===== config.mk =====
export PLATFORM = sky130hd
export DESIGN_NAME = proto_stream_decoder
export DESIGN_NICKNAME = d
export VERILOG_FILES = /design/src/rtl/protobuf_pkg.sv /design/src/rtl/proto_varint_accum.sv /design/src/rtl/proto_stream_decoder.sv
export SDC_FILE = /design/constraint.sdc
export NUM_CORES = 1
export LEC_CHECK = 0
export BUFFER_PORTS_ARGS = -buffer_cell sky130_fd_sc_hd__buf_4
export CAP_MARGIN = 10
export CORE_AREA = 2 2 212 214
export CTS_CLUSTER_SIZE = 10
export DETAILED_ROUTE_END_ITERATION = 10
export DIE_AREA = 0 0 214 216
export HOLD_SLACK_MARGIN = 0.12
export MAX_ROUTING_LAYER = met4
export PLACE_DENSITY = 0.53
export SLEW_MARGIN = 20
export SYNTH_ARGS = -nofsm -noshare
export SYNTH_HDL_FRONTEND = slang
export SYNTH_HIERARCHICAL = 1
export SYNTH_SLANG_ARGS = --single-unit

===== constraint.sdc =====
create_clock -name clk_i -period 18.63 [get_ports clk_i]
set_input_delay 3.726 -clock clk_i [delete_from_list [all_inputs] [get_ports clk_i]]
set_output_delay 3.726 -clock clk_i [all_outputs]
set_load 0.005 [all_outputs]

===== src/rtl/protobuf_pkg.sv =====
// Shared protobuf wire-format definitions: wire types, beat kinds, decoder states
// and the key-slicing constants used by the stream decoder.
package protobuf_pkg;

  localparam int MAX_VARINT_BYTES = 10;
  // A key is {field_number, wire_type[2:0]}
  localparam int SLICE_WIRE_TYPE = 3;
  localparam int SLICE_FIELD_NUM = 3;

  typedef enum logic [2:0] {
    WT_VARINT = 3'd0,
    WT_FIX64  = 3'd1,
    WT_LEN    = 3'd2,
    WT_SGROUP = 3'd3,
    WT_EGROUP = 3'd4,
    WT_FIX32  = 3'd5,
    WT_RSV6   = 3'd6,
    WT_RSV7   = 3'd7
  } wire_type_e;

  typedef enum logic [1:0] {
    BEAT_SCALAR    = 2'd0,
    BEAT_BYTE      = 2'd1,
    BEAT_MSG_START = 2'd2,
    BEAT_MSG_END   = 2'd3
  } beat_kind_e;

  typedef enum logic [3:0] {
    ST_KEY,
    ST_VARINT,
    ST_FIX32,
    ST_FIX64,
    ST_LEN,
    ST_PAYLOAD,
    ST_PACKED,
    ST_EMIT_END,
    ST_ERROR
  } dec_state_e;

  // Groups (3/4) are deprecated and 6/7 are reserved.
  function automatic logic wt_legal(input logic [2:0] wt);
    return (wt == WT_VARINT) || (wt == WT_FIX64) || (wt == WT_LEN) || (wt == WT_FIX32);
  endfunction

endpackage


===== src/rtl/proto_varint_accum.sv =====
// Little-endian base-128 varint accumulator shared by key, length and value decoding.
// value_o already includes the byte on data_i; the accumulator self-clears on done/overflow.
module proto_varint_accum
  import protobuf_pkg::*;
#(
  parameter int MAX_BYTES = 10
) (
  input  logic        clk_i,
  input  logic        reset_i,
  input  logic        en_i,
  input  logic [7:0]  data_i,
  output logic [63:0] value_o,
  output logic        done_o,
  output logic        overflow_o,
  output logic        lost_o
);

  localparam int CNT_W = $clog2(MAX_BYTES + 1);

  logic [63:0]      acc_q;
  logic [CNT_W-1:0] cnt_q;
  logic             lost_q;
  logic [70:0]      shifted;

  // Bits landing at 64 and above are dropped from the value but remembered in lost_o.
  assign shifted    = {64'd0, data_i[6:0]} << (7 * cnt_q);
  assign value_o    = acc_q | shifted[63:0];
  assign lost_o     = lost_q | (|shifted[70:64]);
  assign done_o     = en_i & ~data_i[7];
  assign overflow_o = en_i & data_i[7] & (cnt_q == CNT_W'(MAX_BYTES - 1));

  always_ff @(posedge clk_i) begin
    if (reset_i || done_o || overflow_o) begin
      acc_q  <= '0;
      cnt_q  <= '0;
      lost_q <= 1'b0;
    end else if (en_i) begin
      acc_q  <= value_o;
      cnt_q  <= cnt_q + 1'b1;
      lost_q <= lost_o;
    end
  end

endmodule


===== src/rtl/proto_stream_decoder.sv =====
// Protobuf wire-format decoder: byte stream in, typed field beats out, with a
// MAX_DEPTH nested-message length stack and sticky error detection.
module proto_stream_decoder #(
  parameter int MAX_DEPTH        = 4,
  parameter int FIELD_NUM_W      = 16,
  parameter int LEN_W            = 16,
  parameter int MAX_VARINT_BYTES = protobuf_pkg::MAX_VARINT_BYTES
) (
  input  logic                           clk_i,
  input  logic                           reset_i,
  input  logic [7:0]                     s_data_i,
  input  logic                           s_valid_i,
  output logic                           s_ready_o,
  output logic [FIELD_NUM_W-1:0]         lk_field_o,
  output logic [$clog2(MAX_DEPTH+1)-1:0] lk_depth_o,
  input  logic                           lk_is_msg_i,
  input  logic                           lk_packed_i,
  output logic                           m_valid_o,
  input  logic                           m_ready_i,
  output logic [1:0]                     m_kind_o,
  output logic [FIELD_NUM_W-1:0]         m_field_o,
  output logic [2:0]                     m_wire_type_o,
  output logic [$clog2(MAX_DEPTH+1)-1:0] m_depth_o,
  output logic [63:0]                    m_value_o,
  output logic                           m_last_o,
  output logic                           err_o
);

  import protobuf_pkg::*;

  localparam int DEPTH_W = $clog2(MAX_DEPTH + 1);

  // Handshake: a byte moves when s_valid_i & s_ready_o at posedge; a beat moves
  // when m_valid_o & m_ready_i at posedge; m_* hold while m_valid_o & !m_ready_i.

  dec_state_e               state_q;
  logic [DEPTH_W-1:0]       depth_q;
  logic [LEN_W-1:0]         lvl_cnt_q [MAX_DEPTH];
  logic [LEN_W-1:0]         fld_cnt_q;
  logic [FIELD_NUM_W-1:0]   field_q;
  logic [2:0]               wt_q;
  logic [2:0]               fix_idx_q;
  logic [63:0]              fix_val_q;
  logic [DEPTH_W:0]         end_n_q;
  logic [DEPTH_W-1:0]       pop_n_q;
  logic                     end_sent_q;

  logic                     byte_acc;
  logic                     va_en, va_done, va_ovf, va_lost;
  logic [63:0]              va_value;
  logic [2:0]               key_wt;
  logic                     key_wide, len_wide, len_over, fld_last;
  logic [LEN_W-1:0]         len_val;
  logic [LEN_W-1:0]         top_cnt;
  logic [DEPTH_W-1:0]       n_close;
  logic [63:0]              fix_next;

  logic                     emit, fend, zmsg, go_err, do_push;
  beat_kind_e               b_kind;
  logic [63:0]              b_value;
  logic                     b_last;
  dec_state_e               nxt;

  assign s_ready_o  = !err_o && (state_q != ST_EMIT_END) && (!m_valid_o || m_ready_i);
  assign byte_acc   = s_valid_i && s_ready_o;
  assign lk_field_o = field_q;
  assign lk_depth_o = depth_q;

  assign va_en = byte_acc && ((state_q == ST_KEY) || (state_q == ST_VARINT) ||
                              (state_q == ST_LEN) || (state_q == ST_PACKED));

  proto_varint_accum #(
    .MAX_BYTES (MAX_VARINT_BYTES)
  ) u_varint (
    .clk_i      (clk_i),
    .reset_i    (reset_i),
    .en_i       (va_en),
    .data_i     (s_data_i),
    .value_o    (va_value),
    .done_o     (va_done),
    .overflow_o (va_ovf),
    .lost_o     (va_lost)
  );

  assign key_wt   = va_value[SLICE_WIRE_TYPE-1:0];
  assign key_wide = va_lost || ((va_value >> (FIELD_NUM_W + SLICE_FIELD_NUM)) != 64'd0);
  assign len_wide = va_lost || ((va_value >> LEN_W) != 64'd0);
  assign len_val  = va_value[LEN_W-1:0];
  assign fld_last = (fld_cnt_q == LEN_W'(1));
  assign fix_next = fix_val_q | (64'(s_data_i) << (8 * fix_idx_q));

  // Innermost open level bounds any new length; levels with one byte left close on this byte.
  always_comb begin
    top_cnt = '0;
    n_close = '0;
    for (int i = 0; i < MAX_DEPTH; i++) begin
      if (DEPTH_W'(i + 1) == depth_q) top_cnt = lvl_cnt_q[i];
      if (DEPTH_W'(i) < depth_q && lvl_cnt_q[i] == LEN_W'(1)) n_close = n_close + 1'b1;
    end
  end

  assign len_over = (depth_q != '0) && (len_val > (top_cnt - LEN_W'(1)));

  always_comb begin
    emit    = 1'b0;
    b_kind  = BEAT_SCALAR;
    b_value = '0;
    b_last  = 1'b0;
    fend    = 1'b0;
    zmsg    = 1'b0;
    go_err  = 1'b0;
    do_push = 1'b0;
    nxt     = state_q;
    if (byte_acc) begin
      case (state_q)
        ST_KEY: begin
          if (va_ovf) go_err = 1'b1;
          else if (va_done) begin
            if (key_wide || !wt_legal(key_wt)) go_err = 1'b1;
            else begin
              case (key_wt)
                WT_VARINT: nxt = ST_VARINT;
                WT_FIX64:  nxt = ST_FIX64;
                WT_FIX32:  nxt = ST_FIX32;
                default:   nxt = ST_LEN;
              endcase
            end
          end
        end
        ST_VARINT: begin
          if (va_ovf) go_err = 1'b1;
          else if (va_done) begin
            emit    = 1'b1;
            b_value = va_value;
            fend    = 1'b1;
            nxt     = ST_KEY;
          end
        end
        ST_FIX32, ST_FIX64: begin
          if (fix_idx_q == ((state_q == ST_FIX32) ? 3'd3 : 3'd7)) begin
            emit    = 1'b1;
            b_value = fix_next;
            fend    = 1'b1;
            nxt     = ST_KEY;
          end
        end
        ST_LEN: begin
          if (va_ovf) go_err = 1'b1;
          else if (va_done) begin
            if (len_wide || len_over) go_err = 1'b1;
            else if (lk_is_msg_i) begin
              if (len_val == '0) begin
                // Empty message: nothing pushed, MSG_END(1) follows via EMIT_END.
                emit   = 1'b1;
                b_kind = BEAT_MSG_START;
                zmsg   = 1'b1;
                fend   = 1'b1;
                nxt    = ST_KEY;
              end else if (depth_q == DEPTH_W'(MAX_DEPTH)) go_err = 1'b1;
              else begin
                emit    = 1'b1;
                b_kind  = BEAT_MSG_START;
                do_push = 1'b1;
                nxt     = ST_KEY;
              end
            end else if (len_val == '0) begin
              fend = 1'b1;
              nxt  = ST_KEY;
            end else nxt = lk_packed_i ? ST_PACKED : ST_PAYLOAD;
          end
        end
        ST_PAYLOAD: begin
          emit    = 1'b1;
          b_kind  = BEAT_BYTE;
          b_value = 64'(s_data_i);
          b_last  = fld_last;
          if (fld_last) begin
            fend = 1'b1;
            nxt  = ST_KEY;
          end
        end
        ST_PACKED: begin
          if (va_ovf) go_err = 1'b1;
          else if (va_done) begin
            emit    = 1'b1;
            b_value = va_value;
            if (fld_last) begin
              fend = 1'b1;
              nxt  = ST_KEY;
            end
          end else if (fld_last) go_err = 1'b1;
        end
        default: ;
      endcase
      // A message level may only close on the byte that completes a field.
      if (!go_err && n_close != '0 && !fend) go_err = 1'b1;
      if (go_err) begin
        emit    = 1'b0;
        do_push = 1'b0;
        nxt     = ST_ERROR;
      end else if (n_close != '0 || zmsg) nxt = ST_EMIT_END;
    end
  end

  always_ff @(posedge clk_i) begin
    if (reset_i) begin
      state_q       <= ST_KEY;
      depth_q       <= '0;
      for (int i = 0; i < MAX_DEPTH; i++) lvl_cnt_q[i] <= '0;
      fld_cnt_q     <= '0;
      field_q       <= '0;
      wt_q          <= '0;
      fix_idx_q     <= '0;
      fix_val_q     <= '0;
      end_n_q       <= '0;
      pop_n_q       <= '0;
      end_sent_q    <= 1'b0;
      err_o         <= 1'b0;
      m_valid_o     <= 1'b0;
      m_kind_o      <= '0;
      m_field_o     <= '0;
      m_wire_type_o <= '0;
      m_depth_o     <= '0;
      m_value_o     <= '0;
      m_last_o      <= 1'b0;
    end else begin
      if (m_valid_o && m_ready_i) m_valid_o <= 1'b0;

      if (byte_acc) begin
        state_q <= nxt;
        for (int i = 0; i < MAX_DEPTH; i++) begin
          if (DEPTH_W'(i) < depth_q) lvl_cnt_q[i] <= lvl_cnt_q[i] - 1'b1;
          else if (DEPTH_W'(i) == depth_q && do_push) lvl_cnt_q[i] <= len_val;
        end
        if (do_push) depth_q <= depth_q + 1'b1;
        if (state_q == ST_KEY && va_done) begin
          field_q <= va_value[SLICE_FIELD_NUM +: FIELD_NUM_W];
          wt_q    <= key_wt;
        end
        if (state_q == ST_FIX32 || state_q == ST_FIX64) begin
          fix_val_q <= fend ? 64'd0 : fix_next;
          fix_idx_q <= fend ? 3'd0 : fix_idx_q + 1'b1;
        end
        if (state_q == ST_LEN && va_done) fld_cnt_q <= len_val;
        else if (state_q == ST_PAYLOAD || state_q == ST_PACKED) fld_cnt_q <= fld_cnt_q - 1'b1;
        if (go_err) err_o <= 1'b1;
        if (nxt == ST_EMIT_END) begin
          end_n_q <= (DEPTH_W+1)'(n_close) + (DEPTH_W+1)'(zmsg);
          pop_n_q <= n_close;
        end
        if (emit) begin
          m_valid_o     <= 1'b1;
          m_kind_o      <= b_kind;
          m_field_o     <= field_q;
          m_wire_type_o <= wt_q;
          m_depth_o     <= depth_q;
          m_value_o     <= b_value;
          m_last_o      <= b_last;
        end
      end

      // MSG_END carries field 0 and the depth left after closing.
      if (state_q == ST_EMIT_END) begin
        if (!end_sent_q && (!m_valid_o || m_ready_i)) begin
          m_valid_o     <= 1'b1;
          m_kind_o      <= BEAT_MSG_END;
          m_field_o     <= '0;
          m_wire_type_o <= WT_LEN;
          m_depth_o     <= depth_q - pop_n_q;
          m_value_o     <= 64'(end_n_q);
          m_last_o      <= 1'b0;
          end_sent_q    <= 1'b1;
        end else if (end_sent_q && m_valid_o && m_ready_i) begin
          depth_q    <= depth_q - pop_n_q;
          state_q    <= ST_KEY;
          end_sent_q <= 1'b0;
        end
      end
    end
  end

endmodule


# After elaboration in Yosys (flattened, before gate mapping)
# Memories as Yosys holds them, arrays and structs flattened.
# Cells that the tools add are included.
# totals
inputBits	14
ram_bits	64
memories	1
reg_bits	277
# mem_list
name	depth	word_bits	read_ports	rd_clocked_by_memory_dff	wr	line_no	text
lvl_cnt_q	4	16	4	0	4	proto_stream_decoder.sv:38	logic [LEN_W-1:0] lvl_cnt_q [MAX_DEPTH];
# classes
order_cmp	5
n_reduce_logical	62
addsub	14
muxes	187
eq_ne	24
shifts	2
bitwise_logic	15
n_mul	1
# ops
cell	count
$mux 64	8
$mux 16	18
$pmux 64 s3	1
$or 64x64->64	2
$reduce_bool 64->1	2
$mux 1	102
$sub 16x1->16 const B	6
$mux 4	22
$eq 16x1->1 const B	5
$shl 7x7->71	1
$shl 8x6->64	1
$mux 3	18
$mux 2	12
$pmux 4 s6	1
$logic_and 1x1->1	21
$eq 4x3->1 const B	5
$gt 16x16->1	1
$logic_not 16->1	1
$logic_or 1x1->1	16
$add 3x1->3 const B	4
$reduce_and 2->1	6
$or 1x1->1	9
$pmux 3 s3	1
$eq 4x2->1 const B	2
other kinds (29)	45

# Logic depth before layout (Yosys ltp)
# Gate-level depths: netlist (run 1).
# logic_depth
ltp_word	28
depth_mapped	25

# Cells and area by module
# The synthesis (run 1) kept the hierarchy.
# modules_own_cells
module	seq_area_each_um2	cells_each	area_per_inst_um2	n_inst
proto_stream_decoder	6085.8	1727	14383.8	1
proto_varint_accum	1381.3	342	2980.4	1

# Worst setup path before layout (run 1)
# No wires, ideal clock.
# synth_path
kind	input port to output port
from	in m_ready_i
to	out s_ready_o
stages	2
arrival_ns	4.224
n_path_buf	0
path_slack_ns	10.680
path_cell_list	nor2b_1 -> a311oi_1
# synth_between
elab_chain_cells	2
# synth_rtl
item	line_no	text
start: declaration	proto_stream_decoder.sv:19	input logic m_ready_i,
$logic_or 1x1->1	proto_stream_decoder.sv:64	assign s_ready_o = !err_o && (state_q != ST_EMIT_END) && (!m_valid_o || m_ready_i);
$logic_and 1x1->1	proto_stream_decoder.sv:64	
end: declaration	proto_stream_decoder.sv:13	output logic s_ready_o,
# Every way passes these cells.

# Worst setup path in the final report (run 1)
# layout_path
from	in s_data_i[5]
to	reg m_value_o[41]
# layout_between
elab_cells_between_ends	58
# layout_lines
item	line_no	text
start: declaration	proto_stream_decoder.sv:11	input logic [7:0] s_data_i,
$shl 7x7->71 *	proto_varint_accum.sv:26	assign shifted = {64'd0, data_i[6:0]} << (7 * cnt_q);
$or 64x64->64 *	proto_varint_accum.sv:27	assign value_o = acc_q | shifted[63:0];
via va_value[5]	proto_stream_decoder.sv:50	logic [63:0] va_value;
$gt 16x16->1 / $logic_not 16->1 (equally long branches)	proto_stream_decoder.sv:102, proto_stream_decoder.sv:152, proto_stream_decoder.sv:166	
$logic_and 1x1->1 / $mux 1 (equally long branches)	proto_stream_decoder.sv:102, proto_stream_decoder.sv:152	
$logic_or 1x1->1 / $mux 1 (equally long branches)	proto_stream_decoder.sv:150, proto_stream_decoder.sv:151	
$mux 1	proto_stream_decoder.sv:150	if (len_wide || len_over) go_err = 1'b1;
$mux 1	proto_stream_decoder.sv:149	else if (va_done) begin
[6 not listed]	--	
$mux 1	proto_stream_decoder.sv:196	if (!go_err && n_close != '0 && !fend) go_err = 1'b1;
$mux 1	proto_stream_decoder.sv:114	if (byte_acc) begin
$mux 1 *	proto_stream_decoder.sv:197	if (go_err) begin
$mux 1 *	proto_stream_decoder.sv:114	
$mux 64 *	proto_stream_decoder.sv:251	if (emit) begin
$mux 64 *	proto_stream_decoder.sv:229	if (byte_acc) begin
$mux 64	proto_stream_decoder.sv:264	if (!end_sent_q && (!m_valid_o || m_ready_i)) begin
$mux 64 *	proto_stream_decoder.sv:263	if (state_q == ST_EMIT_END) begin
end signal: assignment	proto_stream_decoder.sv:257	m_value_o <= b_value;
end signal: assignment	proto_stream_decoder.sv:270	m_value_o <= 64'(end_n_q);
end: declaration	proto_stream_decoder.sv:24	output logic [63:0] m_value_o,
# The timed path passes the listed nets; every way through them passes the cells marked *. The select of a mux whose other input is x is not followed.
# A chain may end at the register's enable or synchronous reset.

==> reports/results.md, run 1 <==
## Detailed routing
• **routed via count divided by cell count** 5.84
• **post-detailed-route count of antenna-violating nets** 0
• **via count** 15.8k
• **detailed router's first-iteration violation count** 1290
• **routed len/inst** 21.8 um
• **number of optimization iterations in the first detailed-route pass** 5
• **drt total wl** 59.2 mm
• **post-detailed-route DRC marker count** 0

## CTS
• **clock input transition at the sequential cells of the worst setup and hold paths** 0.05 ns
• **Clock Path Buffers** 3
• **cts hold-fix bufs** 0
• **total setup buffers inserted after CTS** 0
• **number of clock sinks** 341
• **root buffer cell** clkbuf_16
• **TritonCTS clock tree** done
• **cts repair resizes** 0
• **number of buffers inserted during clock tree synthesis** 41
• **H-Tree Depth** 2
• **latest clock arrival within the worst-skew pair** 0.55 ns

## Timing
• **setup repair after global routing missed its margin** false
• **final slew viol count** 0
• **share of the cycle needed by the critical path after routing** 46.4%
• **Final Hold Viols** 0
• **Final min period** 8.65 ns
• **accumulated negative setup slack** 0 ns
• **clock skew after layout** 0.0177 ns
• **PnR worst setup slack** 9.98 ns
• **worst rel slew slack** 24.7%
• **worst hold slack** 0.454 ns
• **number of endpoints failing setup at the final stage** 0
• **worst slew pin tran** 1.13 ns
• **peak clock frequency supported by timing** 0.116 GHz

## Power
• **power density over the cells** 88.0 mW/mm2
• **Comb pwr share** 13.2%
• **clock share of power** 41.4%
• **internal power** 1.25 mW
• **post-layout total power** 1.74 mW
• **leakage power** 7.50 nW
• **Peak VDD IR** 0.0550 mV
• **Reg power frac** 45.4%
• **Net Sw Frac** 28.2%
• **Psw** 0.492 mW

## Floorplanning
• **initial core utilization** 39.6%
• **Die X-Extent** 214 um
• **y dimension of the die** 216 um
• **number of standard-cell rows in the floorplan** 77
• **IO Count** 125
• **area of the placeable core** 0.0438 mm2
• **die area** 0.0462 mm2

## Critical path
• **list of cells traversed by the critical path** buf_4, nor3b_1, a21o_1, ha_1, nand4_1, nor3_1, a21boi_1, o41ai_2, a31oi_1, a211oi_4, and2_4, buf_4, nor2_1, nor3_1
• **critical path class** primary input to register
• **endpoint required time on the critical path** 19.09 ns
• **arrival time worst endpoint** 9.12 ns
• **type of element capturing the critical path** register
• **slack of the worst reg-to-reg path** 10.97 ns
• **Critical Path Source Type** primary input
• **Largest stage delay, worst path** 0.71 ns
• **Critical Path Slowest Stage Cell** buf_4
• **Crit Path Max Fanout** 91

## Yosys
• **flip-flop and latch count after synthesis** 341
• **most instantiated library cell after synthesis** nor2_1
• **net count after synthesis** 2123
• **mean area per synthesized cell** 8.39 um2
• **Synth top cells by count** nor2_1, dfxtp_1, a21oi_1, nand2_1, clkbuf_1
• **share of flip-flops with an asynchronous set or reset after synthesis** 0%
• **top-area cell type share of the netlist area** 31.9%
• **Synth warnings** 6
• **number of enable flip-flop cells after synthesis** 64
• **Synth Instances** 2069
• **main flop type after synthesis** dfxtp_1
• **largest area contributor in the netlist** dfxtp_1
• **post-synthesis cell area** 0.0174 mm2
• **Seq/Total Area, Yosys** 43.0%
• **synth top area cells** dfxtp_1, edfxtp_1, nor2_1, a21oi_1, nand2_1
• **library cells used by synthesis** 86

## Place
• **gp weighted congestion** 0.864
• **pre-CTS setup slack** 9.46 ns
• **Buffers on Ports** 124
• **Detailed Place HPWL** 38.3 mm

## Global route
• **pin count of the biggest net entering global routing** 92
• **remaining global-route overflow** 0
• **global-route usage over all layers** 25.7%
• **via count of the first global-routing pass** 14.8k
• **global-route wire length before repair** 90.9 mm
• **antenna violations before repair** 1

## Outcome
• **outcome** finished, final reports clean

## Final layout
• **share of layout cells above drive strength 1** 11.8%
• **Layout Area Growth over Synthesis** 14.0%
• **nets** 2160
• **Antenna diodes** 0
• **Final Util** 45.2%
• **total of fill cells in the finished design** 4361

## Worst hold path
• **worst hold path class** register to register

## Run
• **number of violations of the max-capacitance limit** 0

-- flip-flops by register name, indices dropped and copies added (netlist names), 4 cells and up --
signal and cells:
fix_val_q 64, lvl_cnt_q 64, state_q 4, lk_field_o 16, u_varint/acc_q 64, m_field_o 16
m_value_o 64, u_varint/cnt_q 4, end_n_q 4, fld_cnt_q 16
-- metal layers --
layer  wire [um]  track usage [%]  part of all wire [%]
met4        2040             9.37                   3.4
met2       28000             41.9                    47
met5           0                -                     0
met1       26400             33.1                    45
met3        2690             2.85                   4.5
-- worst max-delay path, delay by kind of cell --
family | cells | cell delay, ns
adder cells (fa/ha/maj) | 1 | 0.36
AO/OA/AOI/OAI | 5 | 2.45
AND/OR/NAND/NOR | 6 | 1.33
buffers and inverters | 2 | 1.06
-- kinds of logic after synthesis --
group	share of synthesized area, %
muxes	0.411
DFF	43.0
adders and majority gates	2.93
and+or+nand+nor	21.3
buffers and inverters	4.90
xor gates and xnor gates	3.98
AOI/OAI and AO/OA	23.5
-- power by group through the flow --
stage	Combinational, mW	Sequential, mW	Clock, mW
5_1_grt	0.245	0.793	0.770
3_5_place_dp	0.226	0.807	0
6_report	0.230	0.792	0.721
4_1_cts	0.227	0.791	0.740
2_1_floorplan	0.147	0.796	0
3_3_place_gp	0.223	0.806	0
-- metrics by stage --
| stage | area, um2 | cells |
|---|---|---|
| global placement | 18600 | 2655 |
| global route | 19800 | 2714 |
| floorplan | 17400 | 2069 |
| CTS | 19800 | 2714 |
| finish | 19800 | 2714 |
| detailed placement | 18600 | 2655 |
-- cells in the final DEF (no fill, tap or decap), drive strengths merged, types with 8 or more instances in the layout --
master / netlist / final
or3: 8 / 8
nor2b: 11 / 11
ha: 39 / 39
a21oi: 220 / 220
and2: 8 / 8
and3: 12 / 12
nand3: 31 / 31
inv: 28 / 30
xnor2: 49 / 49
xor2: 30 / 30
nor3: 99 / 99
clkbuf: 121 / 56
a22oi: 23 / 23
nor4: 35 / 35
nor3b: 15 / 15
nand2b: 9 / 9
dfxtp: 277 / 277
nand2: 180 / 180
a211oi: 72 / 72
o21ai: 41 / 41
o2bb2ai: 56 / 56
nand4: 15 / 15
a222oi: 8 / 8
a31oi: 49 / 49
a32oi: 13 / 13
nor2: 337 / 337
buf: 47 / 162
edfxtp: 64 / 64
a21o: 70 / 70
o32ai: 9 / 9
-- layout make-up --
type | count | area [um2] | share of cell area (%)
Timing Repair Buffer | 162 | 1220 | 6.14
Multi-Input combinational cell | 1531 | 9120 | 46.1
Tap cell | 592 | 741 | 3.74
Clock inverter | 3 | 22.5 | 0.114
Clock buffer | 56 | 1120 | 5.67
Sequential cell | 341 | 7470 | 37.7
Inverter | 29 | 109 | 0.550
-- path summary, 6_finish.rpt --
kind | from | to | cells after the start
max reg2reg | lk_depth_o[1] | m_value_o[41] | 22
min reg2reg | m_wire_type_o[0] | m_wire_type_o[0] | 2
max | s_data_i[5] | m_value_o[41] | 14
min | m_wire_type_o[0] | m_wire_type_o[0] | 2
Power figures use the tool's default switching activity.
==> run 2: changes to the inputs <==
==> constraint.sdc (replaced) <==
create_clock -name clk_i -period 8 [get_ports clk_i]
set_input_delay 1.6 -clock clk_i [delete_from_list [all_inputs] [get_ports clk_i]]
set_output_delay 1.6 -clock clk_i [all_outputs]
set_load 0.005 [all_outputs]
==> run 2 against run 1 <==
  * Register-to-register slack worse by 9.9 ns
  * Die area unchanged
  * Sequential power up 130%
  * Critical endpoint is now m_value_o[36]
  * Global-route usage up 0.65 points
  * Critical path depth up 10
  * Cell area up 0.68%
  * Core utilization up 0.31 points
  * Combinational power up 150%
  * Sequential cell count unchanged
  * Cell count up 0.52%
  * Hold slack worse by 0.0017 ns
==> reports/results.md, run 2 (synthesis gave the netlist of run 1 again) <==
## Critical path
• **slack of the worst reg-to-reg path** 1.11 ns, -9.86 ns
• **arrival time worst endpoint** 7.39 ns, -1.73 ns
• **critical register-to-register path startpoint** lk_depth_o[0]
• **depth of the most critical reg-to-reg path** 24, +9.1%
• **endpoint of the worst register-to-register path** m_value_o[36]
• **Critical Path Source Type** register
• **endpoint required time on the critical path** 8.49 ns, -10.60 ns
• **type of element capturing the critical path** register
• **critical path class** register to register
• **Crit Path Max Fanout** 47, -48%

## Final layout
• **Layout Area Growth over Synthesis** 14.8%
• **most used cells in the layout excluding fill and tap cells** nor2_1, dfxtp_1, a21oi_1
• **nets** 2171, +0.51%
• **commonest non-fill, non-tap cell in the layout** nor2_1
• **total of fill cells in the finished design** 4411, +1.1%
• **Non-Filler Cell Area, Final** 0.0199 mm2, +0.68%
• **share of layout cells above drive strength 1** 12.2%, +0.36 points

## Timing
• **worst rel slew slack** 25.5%, +0.81 points
• **PnR worst setup slack** 1.11 ns, -8.87 ns
• **worst hold slack** 0.453 ns, -0.00173 ns
• **final slew viol count** 0, unchanged
• **clock skew after layout** 0.0261 ns, +0.00845 ns
• **accumulated negative setup slack** 0 ns, unchanged
• **Final Hold Viols** 0, unchanged
• **setup repair after global routing missed its margin** false
• **peak clock frequency supported by timing** 0.145 GHz
• **number of endpoints failing setup at the final stage** 0, unchanged
• **worst slew pin tran** 1.11 ns, -0.0206 ns
• **Final min period** 6.89 ns
• **share of the cycle needed by the critical path after routing** 86.1%

## CTS
• **H-Tree Depth** 2, unchanged
• **cts hold-fix bufs** 0, unchanged
• **number of buffers inserted during clock tree synthesis** 41, unchanged
• **clock input transition at the sequential cells of the worst setup and hold paths** 0.06 ns, about the same
• **root buffer cell** clkbuf_16
• **number of clock sinks** 341, unchanged
• **total setup buffers inserted after CTS** 0, unchanged
• **latest clock arrival within the worst-skew pair** 0.58 ns, +0.03 ns
• **Clock Path Buffers** 3, unchanged
• **cts repair resizes** 0, unchanged
• **TritonCTS clock tree** done

## Global route
• **global-route usage over all layers** 26.4%, +0.65 points
• **pin count of the biggest net entering global routing** 66, -28%
• **global-route wire length before repair** 92.7 mm, +2.0%
• **antenna violations before repair** 2, +1
• **via count of the first global-routing pass** 15.2k, +2.3%
• **remaining global-route overflow** 0, unchanged

## Run
• **number of violations of the max-capacitance limit** 0, unchanged

## Floorplanning
• **number of standard-cell rows in the floorplan** 77, unchanged
• **y dimension of the die** 216 um, unchanged
• **die area** 0.0462 mm2, unchanged
• **area of the placeable core** 0.0438 mm2, unchanged
• **initial core utilization** 39.6%, unchanged
• **IO Count** 125, unchanged
• **Die X-Extent** 214 um, unchanged

## Detailed routing
• **post-detailed-route count of antenna-violating nets** 0, unchanged
• **routed len/inst** 22.1 um, +1.5%
• **post-detailed-route DRC marker count** 0, unchanged
• **number of optimization iterations in the first detailed-route pass** 8, +3
• **drt total wl** 60.4 mm, +2.1%
• **via count** 16.0k, +1.2%
• **routed via count divided by cell count** 5.88, +0.72%
• **detailed router's first-iteration violation count** 1339, +3.8%

## Worst hold path
• **hold path startpoint** wt_q[0]
• **worst min-delay path endpoint** m_wire_type_o[0]
• **worst hold path class** register to register
• **Min-Delay Path Depth** 2, unchanged

## Place
• **Buffers on Ports** 124, unchanged
• **pre-CTS setup slack** 1.19 ns, -8.27 ns
• **cell area after placement** 0.0187 mm2, +0.37%
• **gp weighted congestion** 0.962, +11%
• **Detailed Place HPWL** 39.8 mm, +3.9%

## Power
• **Peak VDD IR** 0.148 mV, +170%
• **power density over the cells** 209 mW/mm2, +140%
• **leakage power** 7.57 nW, +0.92%

## Outcome
• **outcome** finished, final reports clean

run 2: changes by cell type in the layout (fill, tap and decap cells not counted), sizes merged:
cell,delta
clkbuf,-1
buf,+11
inv,-1
bufinv,+1
diode,+2
clkinv,+2
run 2: how the worst max path moves through the flow:
| stage | start | end | depth (start not counted) |
|---|---|---|---|
| 3_5_place_dp | lk_depth_o[0] | m_value_o[34] | 24 |
| 6_report | lk_depth_o[0] | m_value_o[36] | 24 |
| 2_1_floorplan | lk_depth_o[0] | lvl_cnt_q[1][0] | 21 |
| 5_1_grt | lk_depth_o[0] | m_value_o[54] | 24 |
| 3_3_place_gp | lk_depth_o[0] | m_value_o[33] | 24 |
| 4_1_cts | lk_depth_o[0] | m_value_o[42] | 24 |
run 2: worst max-delay path, stage by stage, from the launching register on:
cell and delay, ns:
dfxtp_1 0.58, inv_1 0.21, ha_1 0.30, a21boi_1 0.14, buf_4 0.22, a22o_1 0.24, a21oi_1 0.25, and2_1 0.19
nand4_1 0.12, or2_2 0.34, nand2b_1 0.22, nor3_1 0.26, xnor2_1 0.17, ha_1 0.27, nand4_1 0.15, nor3_1 0.10
a21boi_1 0.14, o41ai_2 0.58, a31oi_1 0.45, a211oi_4 0.48, buf_4 0.24, and2_4 0.51, buf_12 0.32, nor2_1 0.08
nor3_1 0.17
run 2: stage by stage:
step                util (%)  power (mW)  std cells
floorplan                  -        2.20       2069
global placement        42.7        2.43       2666
detailed placement      42.7        2.44       2666
CTS                     45.4        4.18       2726
global route            45.5        4.31       2728
finish                  45.5        4.16       2728
run 2: where the power goes:
| group | total [mW] | switching (mW) | internal [mW] |
|---|---|---|---|
| clock | 1.74 | 0.750 | 0.992 |
| combinational | 0.571 | 0.403 | 0.168 |
| sequential | 1.84 | 0.0557 | 1.79 |
run 2: per-layer routing:
layer	vias up	wire length, um	global-route usage (%)
li1	7586	-	-
met1	7744	26400	34.0
met2	568	27200	40.2
met3	147	3900	4.51
met4	0	2910	12.6
met5	-	0	-
run 2: cell type report:
class                           count  area [um2]  area share (%)
Antenna cell                        2        5.00          0.0251
Clock buffer                       55        1100            5.51
Clock inverter                      5         101           0.508
Inverter                           29         109           0.546
Multi-Input combinational cell   1531        9100            45.7
Sequential cell                   341        7470            37.5
Tap cell                          592         741            3.72
Timing Repair Buffer              173        1310            6.58
==> run 3: changes to the inputs <==
==> constraint.sdc (replaced) <==
create_clock -name clk_i -period 7.75 [get_ports clk_i]
set_input_delay 1.55 -clock clk_i [delete_from_list [all_inputs] [get_ports clk_i]]
set_output_delay 1.55 -clock clk_i [all_outputs]
set_load 0.005 [all_outputs]
==> run 3 against run 2 <==
  * Wire length decreased by 0.72%
  * Clock-buffer cell count increased by 3
  * Largest cell class unchanged
  * Die area unchanged
  * Largest power group unchanged
==> reports/results.md, run 3 (synthesis gave the netlist of run 1 again) <==
## Outcome
• **outcome** finished, final reports clean

## Power
• **post-layout total power** 4.34 mW, +4.4%
• **power density over the cells** 217 mW/mm2, +3.8%
• **leakage power** 7.63 nW, +0.86%
• **Peak VDD IR** 0.150 mV, +1.5%

## Detailed routing
• **post-detailed-route DRC marker count** 0, unchanged
• **number of optimization iterations in the first detailed-route pass** 5, -3
• **routed len/inst** 21.9 um, -0.97%
• **detailed router's first-iteration violation count** 1250, -6.6%
• **routed via count divided by cell count** 5.87, -0.24%
• **post-detailed-route count of antenna-violating nets** 0, unchanged
• **drt total wl** 60.0 mm, -0.72%
• **via count** 16.0k, +0.019%

## Timing
• **setup repair after global routing missed its margin** false
• **clock skew after layout** 0.0382 ns, +0.0120 ns
• **final slew viol count** 0, unchanged
• **share of the cycle needed by the critical path after routing** 86.9%, +0.79 points
• **worst hold slack** 0.455 ns, +0.00218 ns
• **Final min period** 6.74 ns, -0.154 ns
• **Final Hold Viols** 0, unchanged
• **accumulated negative setup slack** 0 ns, unchanged
• **worst slew pin tran** 0.978 ns, -0.130 ns
• **worst rel slew slack** 34.7%, +9.1 points
• **peak clock frequency supported by timing** 0.148 GHz, +2.3%
• **number of endpoints failing setup at the final stage** 0, unchanged

## CTS
• **root buffer cell** clkbuf_16
• **TritonCTS clock tree** done
• **number of buffers inserted during clock tree synthesis** 42, +2.4%
• **clock input transition at the sequential cells of the worst setup and hold paths** 0.06 ns, about the same
• **number of clock sinks** 341, unchanged
• **Clock Path Buffers** 3, unchanged
• **H-Tree Depth** 2, unchanged
• **latest clock arrival within the worst-skew pair** 0.58 ns, about the same
• **cts repair resizes** 0, unchanged
• **total setup buffers inserted after CTS** 0, unchanged
• **cts hold-fix bufs** 0, unchanged

## Final layout
• **Layout Area Growth over Synthesis** 15.5%
• **most used cells in the layout excluding fill and tap cells** nor2_1, dfxtp_1, a21oi_1
• **area taken by flip-flops and latches** 0.00747 mm2, unchanged
• **Antenna diodes** 0, -2
• **share of layout cells above drive strength 1** 12.6%, +0.46 points
• **total of fill cells in the finished design** 4375, -0.82%
• **Multi-input gate area** 0.00911 mm2, +0.16%
• **nets** 2177, +0.28%
• **final cell count without fillers** 2735, +0.26%
• **Final Util** 45.7%, +0.27 points
• **commonest non-fill, non-tap cell in the layout** nor2_1

## Worst hold path
• **worst hold path class** register to register
• **Min-Delay Path Depth** 2, unchanged
• **worst min-delay path endpoint** m_field_o[7]
• **hold path startpoint** m_field_o[7]

## Run
• **number of violations of the max-capacitance limit** 0, unchanged

## Floorplanning
• **y dimension of the die** 216 um, unchanged
• **Die X-Extent** 214 um, unchanged
• **number of standard-cell rows in the floorplan** 77, unchanged
• **die area** 0.0462 mm2, unchanged
• **area of the placeable core** 0.0438 mm2, unchanged
• **IO Count** 125, unchanged
• **initial core utilization** 39.6%, unchanged

## Place
• **Detailed Place HPWL** 40.2 mm, +1.0%
• **gp weighted congestion** 0.959, -0.27%
• **placed instance count** 2671, +0.19%
• **Buffers on Ports** 124, unchanged

## Global route
• **via count of the first global-routing pass** 15.4k, +1.4%
• **pin count of the biggest net entering global routing** 70, +6.1%
• **antenna violations before repair** 0, -2
• **global-route wire length before repair** 92.2 mm, -0.56%
• **global-route usage over all layers** 26.1%, -0.27 points
• **remaining global-route overflow** 0, unchanged

## Critical path
• **slack of the worst reg-to-reg path** 1.01 ns, -0.10 ns
• **critical register-to-register path startpoint** lk_depth_o[0]
• **arrival time worst endpoint** 7.23 ns, -0.16 ns
• **endpoint required time on the critical path** 8.24 ns, -0.25 ns
• **Critical Path Source Type** register
• **critical path class** register to register
• **Crit Path Max Fanout** 47, unchanged
• **depth of the most critical reg-to-reg path** 24, unchanged
• **endpoint of the worst register-to-register path** m_value_o[48]
• **type of element capturing the critical path** register

==> run 3: cell count changes in the layout (fill, tap and decap cells not counted) <==
cell	delta
diode_2	-2
clkbuf_8	+1
buf_4	+4
nor3b_2	+1
clkinv_2	+1
clkbuf_16	+2
buf_12	+1
clkinv_1	+1
clkinv_8	-1
nor3_2	+2
nor3_1	-2
nor3b_1	-1
==> run 3: area by class of cell <==
class	instances	share of cell area [%]
multi-input cells	1531	45.5
flip-flops and latches	341	37.2
repair buffers	178	6.79
clock buffers	58	5.80
well taps	592	3.69
inverters	29	0.543
clock inverters	6	0.468
==> run 3: metal layers <==
metal,up-vias,track usage [%],wire (um)
met5,-,-,0
met1,7882,33.9,27000
li1,7586,-,-
met3,103,3.59,3240
met4,0,8.39,1650
met2,477,42.0,28100
==> run 3: power breakdown <==
group          total, mW  leakage (nW)  switching (mW)  internal (mW)
combinational      0.593          4.13           0.414          0.179
sequential          1.90          2.89          0.0571           1.85
clock               1.84         0.610           0.770           1.08
==> run 3: worst max path at each step <==
stage / startpoint / endpoint
floorplan: lk_depth_o[0] / lvl_cnt_q[1][0]
finish: lk_depth_o[0] / m_value_o[48]
global placement: lk_depth_o[0] / m_value_o[5]
global route: lk_depth_o[0] / m_value_o[4]
CTS: lk_depth_o[0] / m_value_o[4]
detailed placement: lk_depth_o[0] / m_value_o[37]
==> run 3: critical path, cell delays in order, from the launching register on <==
cell      delay (ns)
dfxtp_1         0.59
inv_1           0.22
ha_1            0.31
a21boi_1        0.14
buf_4           0.22
a22o_1          0.24
a21oi_1         0.25
and2_1          0.20
nand4_1         0.13
or2_2           0.34
nand2b_1        0.22
nor3_1          0.25
xnor2_1         0.18
ha_1            0.28
nand4_1         0.14
nor3_1          0.09
a21boi_1        0.14
o41ai_2         0.57
a31oi_1         0.43
a211oi_4        0.50
buf_4           0.24
and2_4          0.38
buf_12          0.28
nor2_1          0.07
nor3_1          0.19
==> run 3: per-stage QoR <==
| step | setup WS [ns] | cell area, um2 |
|---|---|---|
| floorplan | 1.61 | 17400 |
| finish | 1.01 | 20000 |
| global route | 0.455 | 20000 |
| detailed placement | 1.04 | 18800 |
| CTS | 1.02 | 20000 |
| global placement | 1.26 | 18800 |
